File: src/rtl/mem_stage_lsu_pkg.sv
// Shared constants for the M-stage load/store unit: op codes, CP0 exception codes,
// FSM state encoding and small op-classification helpers.
package mem_stage_lsu_pkg;

    localparam logic [3:0] OP_NONE = 4'd0;
    localparam logic [3:0] OP_LW   = 4'd1;
    localparam logic [3:0] OP_LH   = 4'd2;
    localparam logic [3:0] OP_LHU  = 4'd3;
    localparam logic [3:0] OP_LB   = 4'd4;
    localparam logic [3:0] OP_LBU  = 4'd5;
    localparam logic [3:0] OP_SW   = 4'd6;
    localparam logic [3:0] OP_SH   = 4'd7;
    localparam logic [3:0] OP_SB   = 4'd8;

    localparam logic [4:0] EXC_ADEL = 5'd4;
    localparam logic [4:0] EXC_ADES = 5'd5;
    localparam logic [4:0] EXC_DBE  = 5'd7;

    typedef enum logic [1:0] {
        ST_IDLE = 2'd0,
        ST_BUSY = 2'd1,
        ST_DONE = 2'd2
    } lsu_state_t;

    function automatic logic op_is_load(input logic [3:0] op);
        return (op >= OP_LW) && (op <= OP_LBU);
    endfunction

    function automatic logic op_is_store(input logic [3:0] op);
        return (op >= OP_SW) && (op <= OP_SB);
    endfunction

    // Byte accesses can never fault; word and half accesses need natural alignment.
    function automatic logic op_misaligned(input logic [3:0] op, input logic [1:0] lane);
        case (op)
            OP_LW, OP_SW:         return lane != 2'b00;
            OP_LH, OP_LHU, OP_SH: return lane[0];
            default:              return 1'b0;
        endcase
    endfunction

endpackage

File: src/rtl/mem_stage_lsu_data_ext.sv
// Load-data lane select and sign/zero extension for the M-stage LSU.
module mem_stage_lsu_data_ext
    import mem_stage_lsu_pkg::*;
(
    input  logic [3:0]  i_op,
    input  logic [1:0]  i_lane,
    input  logic [31:0] i_rdata,
    output logic [31:0] o_data
);

    logic [15:0] w_half;
    logic [7:0]  w_byte;

    always_comb begin
        w_half = i_lane[1] ? i_rdata[31:16] : i_rdata[15:0];
        case (i_lane)
            2'd0:    w_byte = i_rdata[7:0];
            2'd1:    w_byte = i_rdata[15:8];
            2'd2:    w_byte = i_rdata[23:16];
            default: w_byte = i_rdata[31:24];
        endcase
        case (i_op)
            OP_LH:   o_data = {{16{w_half[15]}}, w_half};
            OP_LHU:  o_data = {16'h0000, w_half};
            OP_LB:   o_data = {{24{w_byte[7]}}, w_byte};
            OP_LBU:  o_data = {24'h000000, w_byte};
            default: o_data = i_rdata;
        endcase
    end

endmodule

File: src/rtl/mem_stage_lsu.sv
// M-stage load/store unit: req/ack bus master with byte enables, load extension,
// pipeline stall and address/bus exceptions. LSU_TIMEOUT_EN adds a bus-error timeout.
// Bus handshake: bus_req is registered and held high until the cycle bus_ack is
// sampled high; bus_rdata is valid in that same ack cycle.
module mem_stage_lsu #(
  parameter int unsigned TIMEOUT_CYC = 16
) (
  input  logic        clk,
  input  logic        reset,
  input  logic        m_valid,
  input  logic [3:0]  m_op,
  input  logic [31:0] m_addr,
  input  logic [31:0] m_wdata,
  input  logic        flush,
  output logic        stall,
  output logic [31:0] m_dr,
  output logic        done,
  output logic        exc,
  output logic [4:0]  exc_code,
  output logic        bus_req,
  output logic        bus_we,
  output logic [31:0] bus_addr,
  output logic [3:0]  bus_be,
  output logic [31:0] bus_wdata,
  input  logic        bus_ack,
  input  logic [31:0] bus_rdata,
  output logic [1:0]  o_dbg_state
);
  import mem_stage_lsu_pkg::*;

  lsu_state_t  r_state;
  logic [3:0]  r_op;
  logic [1:0]  r_lane;
  logic        r_kill;
  logic        r_req;
  logic        r_we;
  logic [31:0] r_addr;
  logic [3:0]  r_be;
  logic [31:0] r_wdata;
  logic [31:0] r_dr;
  logic        r_done;
  logic        r_exc;
  logic [4:0]  r_exc_code;
`ifdef LSU_TIMEOUT_EN
  localparam logic [7:0] TIMEOUT_LIM = 8'(TIMEOUT_CYC);
  logic [7:0]  r_cnt;
  logic [7:0]  w_cnt_nxt;
  assign w_cnt_nxt = r_cnt + 8'd1;
`endif

  logic        w_req;
  logic        w_fault;
  logic        w_start;
  logic        w_kill;
  logic [3:0]  w_be;
  logic [31:0] w_wdata;
  logic [31:0] w_ext;

  assign w_req   = m_valid && (op_is_load(m_op) || op_is_store(m_op)) && !flush;
  assign w_fault = (r_state == ST_IDLE) && w_req && op_misaligned(m_op, m_addr[1:0]);
  assign w_start = (r_state == ST_IDLE) && w_req && !op_misaligned(m_op, m_addr[1:0]);
  // A flush landing in the ack cycle must also suppress the writeback.
  assign w_kill  = r_kill || flush;

  always_comb begin
    w_be    = 4'b1111;
    w_wdata = m_wdata;
    case (m_op)
      OP_SH: begin
        w_be    = m_addr[1] ? 4'b1100 : 4'b0011;
        w_wdata = {2{m_wdata[15:0]}};
      end
      OP_SB: begin
        w_be    = 4'b0001 << m_addr[1:0];
        w_wdata = {4{m_wdata[7:0]}};
      end
      default: ;
    endcase
  end

  mem_stage_lsu_data_ext u_ext (
    .i_op    (r_op),
    .i_lane  (r_lane),
    .i_rdata (bus_rdata),
    .o_data  (w_ext)
  );

  always_ff @(posedge clk) begin
    if (reset) begin
      r_state    <= ST_IDLE;
      r_op       <= OP_NONE;
      r_lane     <= 2'b00;
      r_kill     <= 1'b0;
      r_req      <= 1'b0;
      r_we       <= 1'b0;
      r_addr     <= 32'h0;
      r_be       <= 4'h0;
      r_wdata    <= 32'h0;
      r_dr       <= 32'h0;
      r_done     <= 1'b0;
      r_exc      <= 1'b0;
      r_exc_code <= 5'd0;
`ifdef LSU_TIMEOUT_EN
      r_cnt      <= 8'd0;
`endif
    end else begin
      case (r_state)
        ST_IDLE: begin
          if (w_start) begin
            r_state <= ST_BUSY;
            r_req   <= 1'b1;
            r_we    <= op_is_store(m_op);
            r_addr  <= {m_addr[31:2], 2'b00};
            r_be    <= w_be;
            r_wdata <= w_wdata;
            r_op    <= m_op;
            r_lane  <= m_addr[1:0];
            r_kill  <= 1'b0;
`ifdef LSU_TIMEOUT_EN
            r_cnt   <= 8'd0;
`endif
          end
        end
        ST_BUSY: begin
          if (flush) r_kill <= 1'b1;
          if (bus_ack) begin
            r_req <= 1'b0;
            if (w_kill) begin
              r_state <= ST_IDLE;
            end else begin
              r_state <= ST_DONE;
              r_done  <= 1'b1;
              if (!r_we) r_dr <= w_ext;
            end
          end
`ifdef LSU_TIMEOUT_EN
          else if (w_cnt_nxt == TIMEOUT_LIM) begin
            r_req <= 1'b0;
            r_cnt <= w_cnt_nxt;
            if (w_kill) begin
              r_state <= ST_IDLE;
            end else begin
              r_state    <= ST_DONE;
              r_done     <= 1'b1;
              r_dr       <= 32'h0;
              r_exc      <= 1'b1;
              r_exc_code <= EXC_DBE;
            end
          end else begin
            r_cnt <= w_cnt_nxt;
          end
`endif
        end
        ST_DONE: begin
          r_state    <= ST_IDLE;
          r_done     <= 1'b0;
          r_exc      <= 1'b0;
          r_exc_code <= 5'd0;
        end
        default: r_state <= ST_IDLE;
      endcase
    end
  end

  assign stall       = (r_state == ST_BUSY) || w_start;
  assign exc         = w_fault || r_exc;
  assign exc_code    = w_fault ? (op_is_load(m_op) ? EXC_ADEL : EXC_ADES) : r_exc_code;
  assign done        = r_done;
  assign m_dr        = r_dr;
  assign bus_req     = r_req;
  assign bus_we      = r_we;
  assign bus_addr    = r_addr;
  assign bus_be      = r_be;
  assign bus_wdata   = r_wdata;
  assign o_dbg_state = r_state;

endmodule

File: config.mk
export PLATFORM = sky130hd
export DESIGN_NAME = mem_stage_lsu
export DESIGN_NICKNAME = d
export VERILOG_FILES = /design/src/rtl/mem_stage_lsu_pkg.sv /design/src/rtl/mem_stage_lsu_data_ext.sv /design/src/rtl/mem_stage_lsu.sv
export SDC_FILE = /design/constraint.sdc
export NUM_CORES = 1
export LEC_CHECK = 0
export ABC_AREA = 1
export CORE_ASPECT_RATIO = 0.5
export CORE_MARGIN = 2
export CORE_UTILIZATION = 49
export CTS_CLUSTER_SIZE = 10
export DETAILED_ROUTE_END_ITERATION = 10
export PLACE_DENSITY = 0.91
export SLEW_MARGIN = 10
export SYNTH_ARGS = -nofsm -noshare
export SYNTH_HDL_FRONTEND = slang
export SYNTH_HIERARCHICAL = 1
export SYNTH_SLANG_ARGS = --single-unit
File: constraint.sdc
create_clock -name clk -period 4.3 [get_ports clk]
set_input_delay 0.43 -clock clk [delete_from_list [all_inputs] [get_ports clk]]
set_output_delay 0.43 -clock clk [all_outputs]
set_load 0.02 [all_outputs]
==> run summary <==
Top FF cell, synth - dfxtp_1
Leak pwr - 3.709 nW
F_max - 0.3253 GHz
Commonest cells after routing, fill and taps aside - 249 x nor2_1, 215 x nand2_1, 211 x clkdlybuf4s50_1
H-tree Lvls - 3
Crit path required time - 3.87 ns
CP max stage cell - clkdlybuf4s50_1
Layout cell share with drive strength beyond 1 - 6.434%
Avg Cell Area, Syn - 6.488 um^2
Crit path max-delay family - buffers and inverters
Sink Count - 110
# rows - 28
Final GP Congestion - 0.8635
Worst-path clk slew - 0.07 ns
# resized after CTS - 0
Num ports - 217
Via count - 6341
Peak fanout along the critical path - 22
Die footprint - 13000 um^2
Synth Register Bits - 110
Critical Path AT - 2.64 ns
DRC Markers - 0
Final hold viol count - 0
Yosys cell types - 28
Post-CTS setup buffer count - 0
Area Growth Syn to Fin - 38.44%
Die height - 81.62 um
First DRT Iteration DRCs - 529
Pwr/cell area - 300.0 nW/um^2
I/O Buffers - 211
Clk_lat worst skew - 0.35 ns
Top-area cell type share of the netlist area - 37.30%
Starting Density - 50.16%
Vias in the first global route - 5645
WP buf/inv - 3
Total global-route track usage - 26.50%
Status - complete, no violations
Initial antenna violation count - 0
CTS tree - built
Slew Limit Headroom - 29.49%
Largest net degree at the start of global routing - 66
Root buffer cell - clkbuf_16
Antenna diodes - 0
Setup crit end kind - output port
Post-synthesis sequential area ratio - 37.30%
Die W - 159.2 um
Hold-fix buffers at CTS - 0
Final period utilization - 71.50%
Pre-antenna DRT Iters - 6
Final Skew - 0.01424 ns
YS warnings - 6
ANT nets after route - 0
Slew @ Worst Pin - 1.056 ns
Worst vdd ir - 0.0002133 V
CP max stage delay - 0.64 ns
Global-route wire length before repair - 27920 um
Core Box Area - 11770 um^2
Top cell type by total area after synthesis - dfxtp_1
Post-synth EDFFs - 0
Max-cap check violation count - 0
Max clock buf depth - 2
Final min period - 3.074 ns
Critical setup path kind - in2out
Fraction of registers with async set/reset - 0%
Setup violators final - 0
Most common cell after layout, fill and taps aside - nor2_1
Setup TNS - 0 ns
HPWL Detailed - 12670 um
Cells along the critical path - clkdlybuf4s50_1, inv_2, nor2_2, nand2_2, nand2_1, nor2_2, nor2_4, nand2_2, o21ai_0, clkdlybuf4s50_1
Layout net count - 1189
RSZ-0062 raised after global routing - false
Cts bufs inserted - 9
Util after Layout - 69.44%
Vias/cell - 5.061
Leading post-synthesis cells by cell area - dfxtp_1 37%, nor2_1 16%, nand2_1 14%, nand3_1 5.1%, o21ai_0 4.8%
Count of pins over their slew limit - 0
HP Class - reg2reg
Cells after Synth - 910
CP startpoint kind - primary input
Synth Cell Area - 5904 um^2
Final WL - 17840 um
Total gr overflow - 0
Post-DR wirelength/cell - 14.24 um
## cell type report
class	count	area [um^2]
Timing Repair Buffer	217	2157
Fill cell	1018	3597
Clock buffer	11	252.7
Inverter	65	246.5
Multi-Input combinational cell	681	3079
Tap cell	165	206.4
Sequential cell	110	2202
Clock inverter	4	30.03
## per-layer routing
| metal | share of wire (%) | vias to the layer above | routed length (um) | GRT usage (%) |
|---|---|---|---|---|
| met3 | 7.2 | 22 | 1282 | 6.010 |
| met5 | 0 | - | 0 | 0 |
| met1 | 43 | 2907 | 7752 | 32.59 |
| met2 | 48 | 241 | 8544 | 48.22 |
| met4 | 1.4 | 0 | 258 | 6.455 |
| li1 | - | 3171 | - | - |
## cell usage after synthesis (2+ instances only)
cell type  number
buf_4          15
nand2_2         4
o211ai_1        7
dfxtp_1       110
o21ai_0        57
buf_2          16
a21oi_1        15
nor2_4          2
buf_6          13
nor2_1        249
nand3b_1       31
nand3_2        22
nand3_1        60
clkbuf_1       12
nor2_2          6
inv_1          55
nand2_1       215
or2_1           2
inv_2           9
buf_1           2
## power by group
part	internal [mW]	switching, mW	total, mW
clock	0.425	0.389	0.814
combinational	0.251	0.297	0.548
sequential	1.06	0.0292	1.09
total	1.74	0.715	2.45
## tightest hold or removal path, delay by kind of cell (launching register included)
kind               cells  cell delay, ns
AOI/OAI and AO/OA      1            0.05
and+or+nand+nor        1            0.06
DFF                    1            0.31
## cells by family (layout without fill, tap and decap cells)
group,Yosys count,in the layout,synth area share (%)
compound gates,80,80,7.141
buf+inv,123,297,10.81
simple gates,596,596,44.69
flops,110,110,37.30
other cells,1,5,0.06351
## final timing paths
| check | startpoint | to | slack, ns | cells after the start |
|---|---|---|---|---|
| worst max register to register | r_lane[1] | m_dr[24] | 1.88 | 8 |
| worst max-delay path | m_op[3] | stall | 1.23 | 10 |
| worst min-delay path | bus_be[1] | bus_be[1] | 0.47 | 2 |
| worst min register to register | bus_be[1] | bus_be[1] | 0.47 | 2 |
## through the flow
stage / instances / power [mW] / hold WS [ns] / setup WS (ns) / instance area [um^2]
global route: 1253 / 2.554 / 0.5002 / 1.049 / 8174
detailed placement: 1238 / 1.656 / 0.4580 / 1.242 / 7891
floorplan: 914 / 1.436 / 0.4283 / 2.334 / 5919
CTS: 1253 / 2.453 / 0.4708 / 1.236 / 8174
global placement: 1238 / 1.644 / 0.4498 / 1.306 / 7891
finish: 1253 / 2.452 / 0.4695 / 1.226 / 8174
## state kept, by name (all words and copies together), names as in the netlist
register / flops
bus_wdata: 32
bus_we: 1
bus_be: 4
m_dr: 32
bus_req: 1
bus_addr: 30
done: 1
r_op: 4
o_dbg_state: 2
r_lane: 2
r_kill: 1
No activity file was read; power rests on OpenSTA's default activity.
